`config.mk`:
```
export PLATFORM = sky130hd
export DESIGN_NAME = rf_write_ctrl_flat
export DESIGN_NICKNAME = d
export VERILOG_FILES = /design/src/rtl/rf_write_ctrl_if.sv /design/src/rtl/rf_write_ctrl.sv /design/src/flat_wrapper.sv
export SDC_FILE = /design/constraint.sdc
export NUM_CORES = 1
export LEC_CHECK = 0
export CAP_MARGIN = 5
export CORE_MARGIN = 2
export CORE_UTILIZATION = 40
export DETAILED_ROUTE_END_ITERATION = 8
export DONT_BUFFER_PORTS = 1
export HOLD_SLACK_MARGIN = 0.1
export SETUP_SLACK_MARGIN = 0.15
export SLEW_MARGIN = 20
export SYNTH_ARGS = -nofsm -noshare
export SYNTH_HDL_FRONTEND = slang
export SYNTH_SLANG_ARGS = --single-unit
```
`constraint.sdc`:
```
create_clock -name clk -period 2.9 [get_ports clk]
set_input_delay 0.29 -clock clk [delete_from_list [all_inputs] [get_ports clk]]
set_output_delay 0.29 -clock clk [all_outputs]
set_load 0.03 [all_outputs]
```
`src/rtl/rf_write_ctrl_if.sv`:
```
// Bus bundle for the register-bank write controller: ALU and load writeback
// requests, the bank write port, the bank outputs and the two read ports.
interface rf_write_ctrl_if;
    logic        alu_valid;
    logic [2:0]  alu_reg;
    logic [15:0] alu_data;
    logic        ld_valid;
    logic [2:0]  ld_reg;
    logic [15:0] ld_data;
    logic        ld_ready;
    logic [7:0]  write;
    logic [15:0] writedata;
    logic [15:0] read0, read1, read2, read3, read4, read5, read6, read7;
    logic [2:0]  rd_sel0, rd_sel1;
    logic [15:0] rd_data0, rd_data1;
    logic        rd_busy0, rd_busy1;

    modport slave (
        input  alu_valid, alu_reg, alu_data,
        input  ld_valid, ld_reg, ld_data,
        output ld_ready,
        output write, writedata,
        input  read0, read1, read2, read3, read4, read5, read6, read7,
        input  rd_sel0, rd_sel1,
        output rd_data0, rd_data1, rd_busy0, rd_busy1
    );

    modport master (
        output alu_valid, alu_reg, alu_data,
        output ld_valid, ld_reg, ld_data,
        input  ld_ready,
        input  write, writedata,
        output read0, read1, read2, read3, read4, read5, read6, read7,
        output rd_sel0, rd_sel1,
        input  rd_data0, rd_data1, rd_busy0, rd_busy1
    );
endinterface

```
`src/rtl/rf_write_ctrl.sv`:
```
// Write-port arbiter for the 8x16 register bank. ALU writebacks always win;
// load returns wait in a 2-entry FIFO and are squashed when a younger ALU
// write targets the same register. Also provides two forwarding read ports.
module rf_write_ctrl (
    input  logic           clk,
    input  logic           rst,
    rf_write_ctrl_if.slave bus
);
    logic [1:0]  live;
    logic [2:0]  ent_reg  [2];
    logic [15:0] ent_data [2];
    logic        head;
    logic        tail;
    logic [1:0]  count;
    logic [7:0]  write_q;
    logic [15:0] writedata_q;

    logic        push;
    logic        pop;
    logic        issue;
    logic [2:0]  issue_reg;
    logic [15:0] issue_data;
    logic [15:0] bank [8];

    // ready does not anticipate a same-cycle pop, so a full FIFO stays full
    // for one cycle after the ALU goes idle
    assign bus.ld_ready = !rst && (count < 2'd2);
    assign push         = bus.ld_valid && bus.ld_ready;
    assign pop          = !bus.alu_valid && (count != 2'd0);

    assign bus.write     = write_q;
    assign bus.writedata = writedata_q;

    assign bank = '{bus.read0, bus.read1, bus.read2, bus.read3,
                    bus.read4, bus.read5, bus.read6, bus.read7};

    // pick this cycle's write: ALU first, else the FIFO head if still live
    always_comb begin
        issue      = 1'b0;
        issue_reg  = 3'd0;
        issue_data = 16'd0;
        if (bus.alu_valid) begin
            issue      = 1'b1;
            issue_reg  = bus.alu_reg;
            issue_data = bus.alu_data;
        end else if (pop && live[head]) begin
            issue      = 1'b1;
            issue_reg  = ent_reg[head];
            issue_data = ent_data[head];
        end
    end

    // FIFO bookkeeping and the registered bank write port
    always_ff @(posedge clk) begin
        if (rst) begin
            live        <= 2'b00;
            head        <= 1'b0;
            tail        <= 1'b0;
            count       <= 2'd0;
            write_q     <= 8'd0;
            writedata_q <= 16'd0;
        end else begin
            if (issue) begin
                write_q     <= 8'd1 << issue_reg;
                writedata_q <= issue_data;
            end else begin
                write_q     <= 8'd0;
            end

            // a younger ALU write makes queued loads to the same register stale
            for (int i = 0; i < 2; i++) begin
                if (bus.alu_valid && ent_reg[i] == bus.alu_reg) begin
                    live[i] <= 1'b0;
                end
            end

            // live is cleared on pop so that live alone implies occupancy
            if (pop) begin
                live[head] <= 1'b0;
                head       <= ~head;
            end

            if (push) begin
                live[tail]     <= !(bus.alu_valid && bus.ld_reg == bus.alu_reg);
                ent_reg[tail]  <= bus.ld_reg;
                ent_data[tail] <= bus.ld_data;
                tail           <= ~tail;
            end

            case ({push, pop})
                2'b10:   count <= count + 2'd1;
                2'b01:   count <= count - 2'd1;
                default: count <= count;
            endcase
        end
    end

    // read ports: forward the in-flight write, flag registers with a pending load
    always_comb begin
        bus.rd_data0 = write_q[bus.rd_sel0] ? writedata_q : bank[bus.rd_sel0];
        bus.rd_data1 = write_q[bus.rd_sel1] ? writedata_q : bank[bus.rd_sel1];
        bus.rd_busy0 = (live[0] && ent_reg[0] == bus.rd_sel0) ||
                       (live[1] && ent_reg[1] == bus.rd_sel0);
        bus.rd_busy1 = (live[0] && ent_reg[0] == bus.rd_sel1) ||
                       (live[1] && ent_reg[1] == bus.rd_sel1);
    end
endmodule

```
`src/flat_wrapper.sv`:
```
// flat-port wrapper written by rule: the top's interface ports become plain ports
module rf_write_ctrl_flat 
  (clk, rst, bus_alu_valid, bus_alu_reg, bus_alu_data, bus_ld_valid, bus_ld_reg, bus_ld_data, bus_ld_ready, bus_write, bus_writedata, bus_read0, bus_read1, bus_read2, bus_read3, bus_read4, bus_read5, bus_read6, bus_read7, bus_rd_sel0, bus_rd_sel1, bus_rd_data0, bus_rd_data1, bus_rd_busy0, bus_rd_busy1);
  rf_write_ctrl_if bus_i ();
  input  logic clk;
  input  logic rst;
  input wire logic [$bits(bus_i.alu_valid)-1:0] bus_alu_valid;
  input wire logic [$bits(bus_i.alu_reg)-1:0] bus_alu_reg;
  input wire logic [$bits(bus_i.alu_data)-1:0] bus_alu_data;
  input wire logic [$bits(bus_i.ld_valid)-1:0] bus_ld_valid;
  input wire logic [$bits(bus_i.ld_reg)-1:0] bus_ld_reg;
  input wire logic [$bits(bus_i.ld_data)-1:0] bus_ld_data;
  output wire logic [$bits(bus_i.ld_ready)-1:0] bus_ld_ready;
  output wire logic [$bits(bus_i.write)-1:0] bus_write;
  output wire logic [$bits(bus_i.writedata)-1:0] bus_writedata;
  input wire logic [$bits(bus_i.read0)-1:0] bus_read0;
  input wire logic [$bits(bus_i.read1)-1:0] bus_read1;
  input wire logic [$bits(bus_i.read2)-1:0] bus_read2;
  input wire logic [$bits(bus_i.read3)-1:0] bus_read3;
  input wire logic [$bits(bus_i.read4)-1:0] bus_read4;
  input wire logic [$bits(bus_i.read5)-1:0] bus_read5;
  input wire logic [$bits(bus_i.read6)-1:0] bus_read6;
  input wire logic [$bits(bus_i.read7)-1:0] bus_read7;
  input wire logic [$bits(bus_i.rd_sel0)-1:0] bus_rd_sel0;
  input wire logic [$bits(bus_i.rd_sel1)-1:0] bus_rd_sel1;
  output wire logic [$bits(bus_i.rd_data0)-1:0] bus_rd_data0;
  output wire logic [$bits(bus_i.rd_data1)-1:0] bus_rd_data1;
  output wire logic [$bits(bus_i.rd_busy0)-1:0] bus_rd_busy0;
  output wire logic [$bits(bus_i.rd_busy1)-1:0] bus_rd_busy1;
  assign bus_i.alu_valid = bus_alu_valid;
  assign bus_i.alu_reg = bus_alu_reg;
  assign bus_i.alu_data = bus_alu_data;
  assign bus_i.ld_valid = bus_ld_valid;
  assign bus_i.ld_reg = bus_ld_reg;
  assign bus_i.ld_data = bus_ld_data;
  assign bus_ld_ready = bus_i.ld_ready;
  assign bus_write = bus_i.write;
  assign bus_writedata = bus_i.writedata;
  assign bus_i.read0 = bus_read0;
  assign bus_i.read1 = bus_read1;
  assign bus_i.read2 = bus_read2;
  assign bus_i.read3 = bus_read3;
  assign bus_i.read4 = bus_read4;
  assign bus_i.read5 = bus_read5;
  assign bus_i.read6 = bus_read6;
  assign bus_i.read7 = bus_read7;
  assign bus_i.rd_sel0 = bus_rd_sel0;
  assign bus_i.rd_sel1 = bus_rd_sel1;
  assign bus_rd_data0 = bus_i.rd_data0;
  assign bus_rd_data1 = bus_i.rd_data1;
  assign bus_rd_busy0 = bus_i.rd_busy0;
  assign bus_rd_busy1 = bus_i.rd_busy1;
  rf_write_ctrl u_core (.clk(clk), .rst(rst), .bus(bus_i));
endmodule
```
; ---- Word level (Yosys, flattened, before mapping)
; Memory sizes are Yosys's and may differ from the RTL's. A register that Yosys moved wholly into a read port is not among the register bits.
; Cells that the tools add are included.
[classes]
addsub = 2
multipliers = 0
shift = 1
eq_ne = 9
n_div = 0
n_bitwise = 7
muxes = 40
reduce_logical = 21
n_lt_le_gt_ge = 9
[ops]
columns = cell, n
row1 = 16-bit 2-to-1 mux, 8
row2 = 16-bit binary-select mux with 3-bit select, 2
row3 = 3-bit equality test, 7
row4 = 1-bit 2-to-1 mux, 19
row5 = 1-bit logical AND, 13
row6 = "4-bit >= comparator, second input constant", 2
row7 = "3-bit by 4-bit < comparator with 1-bit output, second input constant", 2
row8 = 3-bit NOT with 4-bit output, 2
row9 = "1-bit by 3-bit << shifter with 8-bit output, first input constant", 1
row10 = 1-bit binary-select mux with 3-bit select, 2
row11 = 2-bit 2-to-1 mux, 3
row12 = 3-bit 2-to-1 mux, 2
row13 = "1-bit by 2-bit < comparator with 1-bit output, second input constant", 2
row14 = 2-bit one-hot mux with 2 select lines, 1
row15 = 2-bit nonzero test, 2
row16 = 1-bit zero test, 3
row17 = 1-bit NOT, 3
row18 = "2-bit by 1-bit adder with 2-bit output, second input constant", 1
row19 = 2-bit AND, 1
row20 = 2-bit bitwise mux, 1
row21 = 1-bit demux with 1-bit select, 2
row22 = "2-bit by 1-bit equality test with 1-bit output, second input constant", 1
row23 = "2-bit equality test, second input constant", 1
row24 = "1-bit >= comparator, second input constant", 2
row25 = other kinds (5), 6
[totals]
out_inout_bits = 59
romBits = 0
ram_bits = 38
latch_bits = 0
memories = 2
ff_bits = 30
inputBits = 176
elab_cells = 97
[memory_table]
columns = name, words, word_bits, read_ports, rd_clocked_by_memory_dff, wr, line_no
row1 = u_core.ent_data, 2, 16, 1, 1, 1, rf_write_ctrl.sv:11  ; logic [15:0] ent_data [2];
row2 = u_core.ent_reg, 2, 3, 3, 1, 1, rf_write_ctrl.sv:10  ; logic [2:0] ent_reg [2];

; ---- Longest topological paths before layout
; Gate-level depths: netlist (run 1).
[logic_depth]
word_depth = 10
depth_mapped = 6
mapped_depth_nobuf = 6

; ---- Worst setup path after synthesis (run 1)
; Ideal clock, no wire load.
[synth_path]
kind = input -> register
startpoint = in rst
endpoint = mem u_core.ent_data[0][0], enable pin
path_buffers = 1
setup_slack_ns = 0.671
arrival_ns = 1.831
required_time_ns = 2.502
cell_stages = 3
setup_ns = 0.398
path_cell_list = clkbuf_1 > or3b_2 > nor2_1
[synth_via]
elab_chain_cells = 6
[synth_rtl]
columns = item, line_no
row1 = from (decl), flat_wrapper.sv:6  ; input logic rst;
row2 = 1-bit zero test, rf_write_ctrl.sv:27  ; assign bus.ld_ready = !rst && (count < 2'd2);
row3 = 1-bit logical AND, rf_write_ctrl.sv:27
row4 = 1-bit logical AND, rf_write_ctrl.sv:28  ; assign push = bus.ld_valid && bus.ld_ready;
row5 = 1-bit 2-to-1 mux, rf_write_ctrl.sv:83  ; if (push) begin
row6 = 1-bit 2-to-1 mux (*), rf_write_ctrl.sv:55  ; if (rst) begin
row7 = 1-bit 2-to-1 mux (not written as such) (*), rf_write_ctrl.sv:86  ; ent_data[tail] <= bus.ld_data;
row8 = to (decl), rf_write_ctrl.sv:11
; Every way passes the cells marked *; elsewhere a longest branch is shown, timed or not.

; ---- Worst setup path after layout (run 1)
[layout_path]
startpoint = reg u_core.write_q[7], in the netlist u_core.bus.write[7]
endpoint = out bus_rd_data0[14]
[layout_via]
elab_chain_cells = 3
[layout_rtl]
columns = item, line_no
row1 = from (decl), rf_write_ctrl.sv:15  ; logic [7:0] write_q;
row2 = from (signal assigned), rf_write_ctrl.sv:64  ; write_q <= 8'd1 << issue_reg;
row3 = 1-bit binary-select mux with 3-bit select, rf_write_ctrl.sv:100  ; bus.rd_data0 = write_q[bus.rd_sel0] ? writedata_q : bank[bus.rd_sel0];
row4 = 1-bit 2-to-1 mux (not written as such), rf_write_ctrl.sv:100
row5 = 16-bit 2-to-1 mux, rf_write_ctrl.sv:100
row6 = to (decl), flat_wrapper.sv:26  ; output wire logic [$bits(bus_i.rd_data0)-1:0] bus_rd_data0;
; Every way passes these cells. The select of a mux whose other input is x is not followed.

==> flow_metrics.py, run 1 <==
metrics = {
    "finish": {
        "drive_above_1_share_pct": 31.35,
        "regMostFlops": "u_core.ent_data",
        "area_delta_synth_final_pct": 15.79,
        "layout_commonest_cell": "mux4_2",
        "layoutNonFillerInstCount": 625,
        "fillers": 1124,
        "design_area_um2": 5919,
        "largest_reg_flops": 32,
        "diodes": 0,
        "fin_nets": 625,
        "multiInputGateArea_um2": 3159,
        "layout_common_cells": "mux4_2, a21oi_1, nor2_1",
        "seqCellArea_um2": 1762,
    },
    "sta": {
        "clock_skew_ps": 10.82,
        "slew_headroom_pct": 43.19,
        "setup_violations": 0,
        "fin_tns_setup_ps": 0,
        "worst_pin_slew_ps": 849.3,
        "hold_viol": 0,
        "finalMaxSlewViolations": 0,
        "rsz0062_at_grt": "no",
        "finalCritPeriodShare_pct": 88.61,
        "fin_crit_ps": 2570,
        "fmax_mhz": 389.1,
    },
    "global_route": {
        "grt_max_degree": 37,
        "antenna_found_initial": 0,
        "grt_use_total_pct": 21.32,
        "grt_pass1_vias": 3997,
        "overflow": 0,
        "grt_pass1_wl_mm": 21.74,
    },
    "setup_path": {
        "crit_fanout": 32,
        "critPathKind": "reg -> out",
        "reg2reg_to": "u_core.count[1]$_SDFFE_PP0P_",
        "worst-r2r-setup-slack_ps": 930,
        "worstReg2RegStart": "u_core.count[1]$_SDFFE_PP0P_",
        "cp-endpoint": "bus_rd_data0[14]",
        "cp.arrival_ps": 2280,
        "required_ps": 2610,
        "setup.worst_path.end_class": "output port",
        "start_kind": "register",
        "critical_path.startpoint": "u_core.bus.write[7]$_SDFF_PP0_",
        "rr_worst_depth": 5,
    },
    "synth": {
        "netlist_area_um2": 5112,
        "synth-seq-cells": 69,
        "synth_top_area_share_pct": 29.96,
        "ys_async_sr_fraction_pct": 0,
        "syn_avg_cell_area_um2": 12.29,
        "netlist_instances": 416,
        "ys_warn_count": 0,
        "netlist-cell-type-count": 31,
        "syn_nets": 593,
        "synthTopCellsByArea": "mux4_2, edfxtp_1, dfxtp_1, mux2i_1, a21oi_1",
        "synth_ff_type": "edfxtp_1",
        "seq_area_frac_synth_pct": 34.46,
        "yosysTopAreaCell": "mux4_2",
        "synth_edf_count": 38,
    },
    "detailed_routing": {
        "vias": 3769,
        "ant_nets": 0,
        "routedWlPerCell_um": 24.23,
        "avgViaCountPerCell": 6.030,
        "drc_errors": 0,
        "wirelength_mm": 15.15,
        "dr.first_iter.drc_count": 227,
        "dr.pass1.iters": 4,
    },
    "power": {
        "irDropWorstVdd_mv": 0.4205,
        "p_leak_nw": 2.094,
        "power.density_nw_per_um2": 557.1,
    },
    "floorplan": {
        "start_util_pct": 40.68,
        "dieHeight_um": 117.1,
        "core_um2": 12570,
        "die-width_um": 117.1,
        "ios": 235,
        "dieArea_um2": 13700,
        "rows": 41,
    },
    "clocking": {
        "postCtsResizedCells": 0,
        "clock_sinks": 69,
        "htree_num_levels": 3,
        "clockRootBuffer": "clkbuf_16",
        "clk_pin_slew_ps": 60,
        "hold_buffers": 20,
        "cts_buffer_depth": 2,
        "cts_tree": "built",
        "clk_latency_ps": 330,
        "cts_buffers": 9,
        "cts_setup_buffers": 0,
    },
    "place": {
        "placed_area_um2": 5415,
        "hpwlAfterDp_mm": 11.76,
        "placed_cells": 589,
        "routabilityCongestion": 0.8270,
        "port_buffers": 0,
    },
    "status": {
        "status": "finished, final reports clean",
    },
    "worst_hold_path": {
        "hp-class": "in -> reg",
        "holdPathStages": 2,
    },
    "run": {
        "cap_viol_max_count": 0,
    },
}
[worst max-delay path, stage by stage (launching register included)]
cell and delay, ps:
dfxtp_1 420, mux4_2 540, mux2i_4 140, buf_4 330, nor2_1 70, a21oi_1 230, buf_4 210
[cell type report]
class,count,share of cell area [%]
Clock buffer,11,4.101
Clock inverter,5,0.9934
Inverter,1,0.06341
Multi-Input combinational cell,310,53.37
Sequential cell,69,29.76
Tap cell,172,3.636
Timing Repair Buffer,57,8.074
[routing by layer]
metal / routed length (um) / global-route usage, %
met2: 7926 / 38.00
met3: 1538 / 7.158
met4: 322 / 8.157
met1: 5359 / 23.55
met5: 0 / 0
[worst min path at each step]
stage | to | slack [ps] | startpoint
3_5_place_dp | u_core.bus.writedata[14]$_SDFFE_PP0N_ | 360 | rst
6_report | u_core.bus.writedata[12]$_SDFFE_PP0N_ | 170 | bus_alu_data[12]
5_1_grt | u_core.bus.writedata[11]$_SDFFE_PP0N_ | 170 | bus_alu_data[11]
3_3_place_gp | u_core.count[1]$_SDFFE_PP0P_ | 360 | rst
4_1_cts | u_core.bus.writedata[12]$_SDFFE_PP0N_ | 160 | bus_alu_data[12]
2_1_floorplan | u_core.ent_data[0][0]$_DFFE_PP_ | 390 | bus_ld_data[0]
[where the power goes]
part           internal [W]  total, W  leakage [nW]  switching, W
Clock              0.000690   0.00109         0.142      0.000398
Sequential          0.00112   0.00126         0.603      0.000138
Combinational      0.000484  0.000948          1.35      0.000463
Total               0.00230   0.00330          2.09      0.000999
[per-stage QoR]
stage	total power (W)	util, %	hold slack, ps	setup WS [ps]
2_1_floorplan	0.002023	-	388.9	671.3
3_3_place_gp	0.002185	43.09	363.9	663.0
3_5_place_dp	0.002201	43.09	364.9	641.6
4_1_cts	0.003324	47.08	158.1	285.4
5_1_grt	0.003452	47.10	167.3	183.7
6_report	0.003297	47.10	167.9	330.3
[cells in the mapped netlist (3+ instances only)]
library cell,number
o31ai_1,4
dfxtp_1,31
mux2i_1,36
clkbuf_1,11
edfxtp_1,38
buf_1,3
nand4_1,7
a22oi_1,16
mux4_2,68
buf_2,16
nand2b_1,3
nor2_1,47
a21oi_1,50
nand2_1,25
buf_6,4
mux2_2,16
xnor2_1,23
[logic make-up after synthesis]
family                     Yosys count  share of synthesized area (%)
DFF                                 69                          34.46
buffers and inverters               37                          3.842
adders and majority gates            1                         0.2447
AOI/OAI and AO/OA                   74                          8.419
xor gates and xnor gates            25                          4.283
and+or+nand+nor                     88                          7.342
muxes                              122                          41.41
Note: power is estimated with default switching activity, not from simulation.
==> run 2, diff against run 1 <==
--- a/config.mk
+++ b/config.mk
@@ -6,11 +6,14 @@
 export NUM_CORES = 1
 export LEC_CHECK = 0
 export CAP_MARGIN = 5
+export CELL_PAD_IN_SITES_DETAIL_PLACEMENT = 1
+export CELL_PAD_IN_SITES_GLOBAL_PLACEMENT = 1
 export CORE_MARGIN = 2
 export CORE_UTILIZATION = 40
 export DETAILED_ROUTE_END_ITERATION = 8
 export DONT_BUFFER_PORTS = 1
 export HOLD_SLACK_MARGIN = 0.1
+export PLACE_DENSITY_LB_ADDON = 0.1
 export SETUP_SLACK_MARGIN = 0.15
 export SLEW_MARGIN = 20
 export SYNTH_ARGS = -nofsm -noshare
==> constraint.sdc (replaced) <==
create_clock -name clk -period 2.45 [get_ports clk]
set_input_delay 0.245 -clock clk [delete_from_list [all_inputs] [get_ports clk]]
set_output_delay 0.245 -clock clk [all_outputs]
set_load 0.03 [all_outputs]
==> flow_metrics.py, run 2 (synthesis results as in run 1) <==
metrics = {
    "floorplan": {
        "ios": 235,
        "die-width_um": 117.1,
        "rows": 41,
        "core_um2": 12570,
        "dieArea_um2": 13700,
        "start_util_pct": 40.68,
        "dieHeight_um": 117.1,
    },
    "setup_path": {
        "start_kind": "register",
        "critical_path.startpoint": "u_core.bus.write[5]$_SDFF_PP0_",
        "cp-endpoint": "bus_rd_data1[6]",
        "cp.arrival_ps": 2100,
        "rr_worst_depth": 5,
        "reg2reg_to": "u_core.count[1]$_SDFFE_PP0P_",
        "critPathKind": "reg -> out",
        "setup.worst_path.end_class": "output port",
        "worst-r2r-setup-slack_ps": 460,
        "worstReg2RegStart": "u_core.count[0]$_SDFFE_PP0P_",
        "crit_fanout": 8,
        "required_ps": 2200,
    },
    "power": {
        "seq_power_share_pct": 38.1,
        "irDropWorstVdd_mv": 0.6205,
        "pwr-share-clk_pct": 29.6,
        "p_sw_w": 0.001259,
        "p_leak_nw": 2.214,
        "combPwrFrac_pct": 32.3,
        "finalPower_w": 0.003912,
        "swShare_pct": 32.19,
        "internal_power_w": 0.002653,
        "power.density_nw_per_um2": 621.8,
    },
    "finish": {
        "area_delta_synth_final_pct": 23.05,
        "fin_nets": 634,
        "largest_reg_flops": 32,
        "regMostFlops": "u_core.ent_data",
        "layout_commonest_cell": "mux4_2",
        "design_area_um2": 6291,
        "drive_above_1_share_pct": 40.91,
        "diodes": 0,
        "layout_common_cells": "mux4_2, edfxtp_1, mux2i_1, a21oi_1, nor2_1",
        "fillers": 1281,
    },
    "sta": {
        "fin_crit_ps": 2344,
        "rsz0062_at_grt": "yes",
        "fin_tns_setup_ps": 0,
        "finalCritPeriodShare_pct": 95.69,
        "setup_slack_ps": 105.6,
        "hold_viol": 0,
        "worst_pin_slew_ps": 865.8,
        "clock_skew_ps": 6.766,
        "setup_violations": 0,
        "whs_ps": 125.0,
        "fmax_mhz": 426.6,
        "finalMaxSlewViolations": 0,
        "slew_headroom_pct": 42.09,
    },
    "place": {
        "dp_slack_ps": 333.5,
        "routabilityCongestion": 0.8927,
        "port_buffers": 0,
        "placed_area_um2": 5468,
        "hpwlAfterDp_mm": 12.21,
    },
    "detailed_routing": {
        "ant_nets": 0,
        "dr.first_iter.drc_count": 182,
        "avgViaCountPerCell": 6.166,
        "dr.pass1.iters": 4,
        "routedWlPerCell_um": 27.18,
        "drc_errors": 0,
        "vias": 3909,
        "wirelength_mm": 17.24,
    },
    "clocking": {
        "cts_buffer_depth": 2,
        "cts_tree": "built",
        "clockRootBuffer": "clkbuf_16",
        "clk_latency_ps": 330,
        "clk_pin_slew_ps": 60,
        "clock_sinks": 69,
        "htree_num_levels": 3,
        "cts_buffers": 9,
    },
    "worst_hold_path": {
        "hp-class": "in -> reg",
    },
    "global_route": {
        "antenna_found_initial": 0,
        "grt_max_degree": 37,
        "grt_pass1_wl_mm": 24.31,
        "grt_use_total_pct": 24.22,
        "overflow": 0,
        "grt_pass1_vias": 4185,
    },
    "status": {
        "status": "finished, final reports clean",
    },
    "run": {
        "cap_viol_max_count": 0,
    },
}
[run 2: timing repair]
item / in CTS / in global routing
hold endpoints to repair: 61 / 0
pin swaps: 0 / 0
gates resized for setup: 22 / 42
hold buffers: 20 / 0
setup endpoints to repair: 31 / 32
setup buffers: 2 / 1
gates cloned: 2 / 2
[run 2: power groups by stage]
stage / Combinational, W / Sequential [W] / Clock (W)
6_report: 0.00126 / 0.00149 / 0.00116
5_1_grt: 0.00135 / 0.00151 / 0.00123
4_1_cts: 0.00121 / 0.00149 / 0.00118
3_5_place_dp: 0.00113 / 0.00151 / 0
3_3_place_gp: 0.00112 / 0.00151 / 0
2_1_floorplan: 0.000931 / 0.00146 / 0
[run 2: worst max-delay path: stages (launching register included)]
cell	delay, ps
dfxtp_4	380
mux4_2	510
mux2i_4	190
buf_12	150
buf_12	150
nor2_2	40
a21oi_1	150
buf_4	180
[run 2: stage by stage]
step / utilization (%) / cells
2_1_floorplan: - / 416
3_3_place_gp: 43.50 / 591
3_5_place_dp: 43.50 / 591
4_1_cts: 48.40 / 631
5_1_grt: 50.05 / 634
6_report: 50.05 / 634
[run 2: worst min path at each step]
stage	startpoint	to	depth (start not counted)
2_1_floorplan	bus_ld_data[0]	u_core.ent_data[0][0]$_DFFE_PP_	0
3_3_place_gp	rst	u_core.count[1]$_SDFFE_PP0P_	1
3_5_place_dp	rst	u_core.live[1]$_SDFF_PP0_	1
4_1_cts	bus_alu_data[8]	u_core.bus.writedata[8]$_SDFFE_PP0N_	2
5_1_grt	bus_alu_data[8]	u_core.bus.writedata[8]$_SDFFE_PP0N_	2
6_report	bus_alu_data[13]	u_core.bus.writedata[13]$_SDFFE_PP0N_	2
[run 2: metal layers]
layer,global-route usage (%),vias to the layer above,wire length (um)
li1,-,1730,-
met1,27.96,1975,6434
met2,41.66,169,8500
met3,8.239,35,1727
met4,9.333,0,574
met5,0,-,0
[run 2: layout make-up]
type | instances | area (um^2) | area share, %
multi-input combinational | 310 | 3289 | 52.29
sequential | 69 | 1779 | 28.28
timing repair buffer | 66 | 735.7 | 11.69
clock buffer | 9 | 225.2 | 3.580
tap | 172 | 215.2 | 3.421
clock inverter | 7 | 42.54 | 0.6762
inverter | 1 | 3.754 | 0.05967
==> run 3, diff against run 2 <==
--- a/config.mk
+++ b/config.mk
@@ -13,7 +13,7 @@
 export DETAILED_ROUTE_END_ITERATION = 8
 export DONT_BUFFER_PORTS = 1
 export HOLD_SLACK_MARGIN = 0.1
-export PLACE_DENSITY_LB_ADDON = 0.1
+export PLACE_DENSITY = 0.73
 export SETUP_SLACK_MARGIN = 0.15
 export SLEW_MARGIN = 20
 export SYNTH_ARGS = -nofsm -noshare
==> flow_metrics.py, run 3 (synthesis results as in run 1) <==
metrics = {
    "status": {
        "status": "finished, final reports clean",
    },
    "detailed_routing": {
        "wirelength_mm": 17.37,
        "vias": 3983,
        "avgViaCountPerCell": 6.292,
        "routedWlPerCell_um": 27.44,
        "dr.pass1.iters": 7,
        "dr.first_iter.drc_count": 186,
        "drc_errors": 0,
        "ant_nets": 0,
    },
    "power": {
        "power.density_nw_per_um2": 649.1,
        "pwr-share-clk_pct": 32.3,
        "finalPower_w": 0.004055,
        "seq_power_share_pct": 36.7,
        "internal_power_w": 0.002785,
        "irDropWorstVdd_mv": 0.6148,
        "p_sw_w": 0.001270,
        "combPwrFrac_pct": 31.0,
        "p_leak_nw": 2.202,
        "swShare_pct": 31.33,
    },
    "setup_path": {
        "cp-endpoint": "bus_rd_data1[6]",
        "worstReg2RegStart": "u_core.count[0]$_SDFFE_PP0P_",
        "worst-r2r-setup-slack_ps": 370,
        "critical_path.startpoint": "u_core.bus.write[5]$_SDFF_PP0_",
        "critPathKind": "reg -> out",
        "reg2reg_to": "u_core.count[1]$_SDFFE_PP0P_",
        "rr_worst_depth": 5,
        "start_kind": "register",
        "crit_fanout": 8,
        "setup.worst_path.end_class": "output port",
        "cp.arrival_ps": 2080,
        "required_ps": 2200,
    },
    "place": {
        "port_buffers": 0,
        "routabilityCongestion": 0.8467,
        "dp_slack_ps": 378.2,
        "hpwlAfterDp_mm": 12.54,
    },
    "floorplan": {
        "rows": 41,
        "die-width_um": 117.1,
        "dieHeight_um": 117.1,
        "ios": 235,
        "dieArea_um2": 13700,
        "start_util_pct": 40.68,
        "core_um2": 12570,
    },
    "sta": {
        "whs_ps": 119.1,
        "clock_skew_ps": 8.362,
        "fin_tns_setup_ps": 0,
        "slew_headroom_pct": 37.95,
        "fmax_mhz": 429.2,
        "fin_crit_ps": 2330,
        "worst_pin_slew_ps": 927.7,
        "setup_slack_ps": 120.3,
        "rsz0062_at_grt": "yes",
        "finalMaxSlewViolations": 0,
        "hold_viol": 0,
        "setup_violations": 0,
        "finalCritPeriodShare_pct": 95.09,
    },
    "global_route": {
        "grt_pass1_wl_mm": 23.97,
        "grt_use_total_pct": 24.07,
        "grt_max_degree": 37,
        "overflow": 0,
        "antenna_found_initial": 0,
        "grt_pass1_vias": 4143,
    },
    "finish": {
        "drive_above_1_share_pct": 40.78,
        "diodes": 0,
        "largest_reg_flops": 32,
        "fin_nets": 633,
        "fillers": 1302,
        "area_delta_synth_final_pct": 22.20,
        "layout_common_cells": "mux4_2, edfxtp_1, mux2i_1",
        "layout_commonest_cell": "mux4_2",
        "fin_util_pct": 49.71,
        "regMostFlops": "u_core.ent_data",
    },
    "clocking": {
        "clockRootBuffer": "clkbuf_16",
        "cts_buffers": 9,
        "cts_buffer_depth": 2,
        "clock_sinks": 69,
        "cts_tree": "built",
        "clk_pin_slew_ps": 60,
        "htree_num_levels": 3,
        "clk_latency_ps": 340,
    },
    "worst_hold_path": {
        "hp-class": "in -> reg",
    },
    "run": {
        "cap_viol_max_count": 0,
    },
}
run 3: worst max-delay path, stage by stage, from the launching register on:
cell and delay, ps:
dfxtp_4 380, mux4_2 520, mux2i_4 190, buf_12 150, buf_16 150, nor2_2 40
a21oi_2 140, buf_4 180
run 3: timing repair:
| item | 4_1_cts | 5_1_grt |
|---|---|---|
| hold buffers | 20 | 0 |
| hold endpoints to repair | 61 | 0 |
| gates resized for setup | 28 | 30 |
| cloned | 3 | 0 |
| setup buffers | 2 | 0 |
| pin swaps | 0 | 1 |
| endpoints found under the setup margin | 32 | 32 |
run 3: worst min-delay path by stage:
stage,from,to,slack (ps),cells after the start
detailed placement,rst,u_core.count[1]$_SDFFE_PP0P_,320,1
global placement,rst,u_core.count[1]$_SDFFE_PP0P_,320,1
floorplan,bus_ld_data[0],u_core.ent_data[0][0]$_DFFE_PP_,340,0
finish,bus_alu_data[3],u_core.bus.writedata[3]$_SDFFE_PP0N_,120,2
global route,bus_alu_data[3],u_core.bus.writedata[3]$_SDFFE_PP0N_,120,2
CTS,bus_alu_data[3],u_core.bus.writedata[3]$_SDFFE_PP0N_,110,2
run 3: metrics by stage:
step,cell area (um^2),instances
final,6247,633
after global routing,6247,633
after CTS,6140,633
after detailed placement,5463,592
after global placement,5463,592
after floorplan,5112,416
run 3: final cells by class:
cell class	count	area (um^2)	share of cell area, %
Multi-Input combinational cell	310	3268	52.31
Timing Repair Buffer	65	680.7	10.90
Tap cell	172	215.2	3.445
Clock inverter	5	60.06	0.9613
Inverter	1	3.754	0.06008
Sequential cell	69	1777	28.44
Clock buffer	11	242.7	3.885
run 3: layer usage:
layer / track usage (%) / wire length (um)
met5: 0 / 0
met4: 7.922 / 290
met3: 5.922 / 1398
met2: 45.51 / 9476
met1: 26.27 / 6207
run 3: power by group through the flow:
| stage | Clock (W) | Sequential [W] | Combinational, W |
|---|---|---|---|
| after floorplan | 0 | 0.00146 | 0.000931 |
| after global placement | 0 | 0.00150 | 0.00111 |
| after detailed placement | 0 | 0.00151 | 0.00113 |
| after CTS | 0.00133 | 0.00149 | 0.00122 |
| after global routing | 0.00138 | 0.00150 | 0.00134 |
| final | 0.00131 | 0.00149 | 0.00126 |
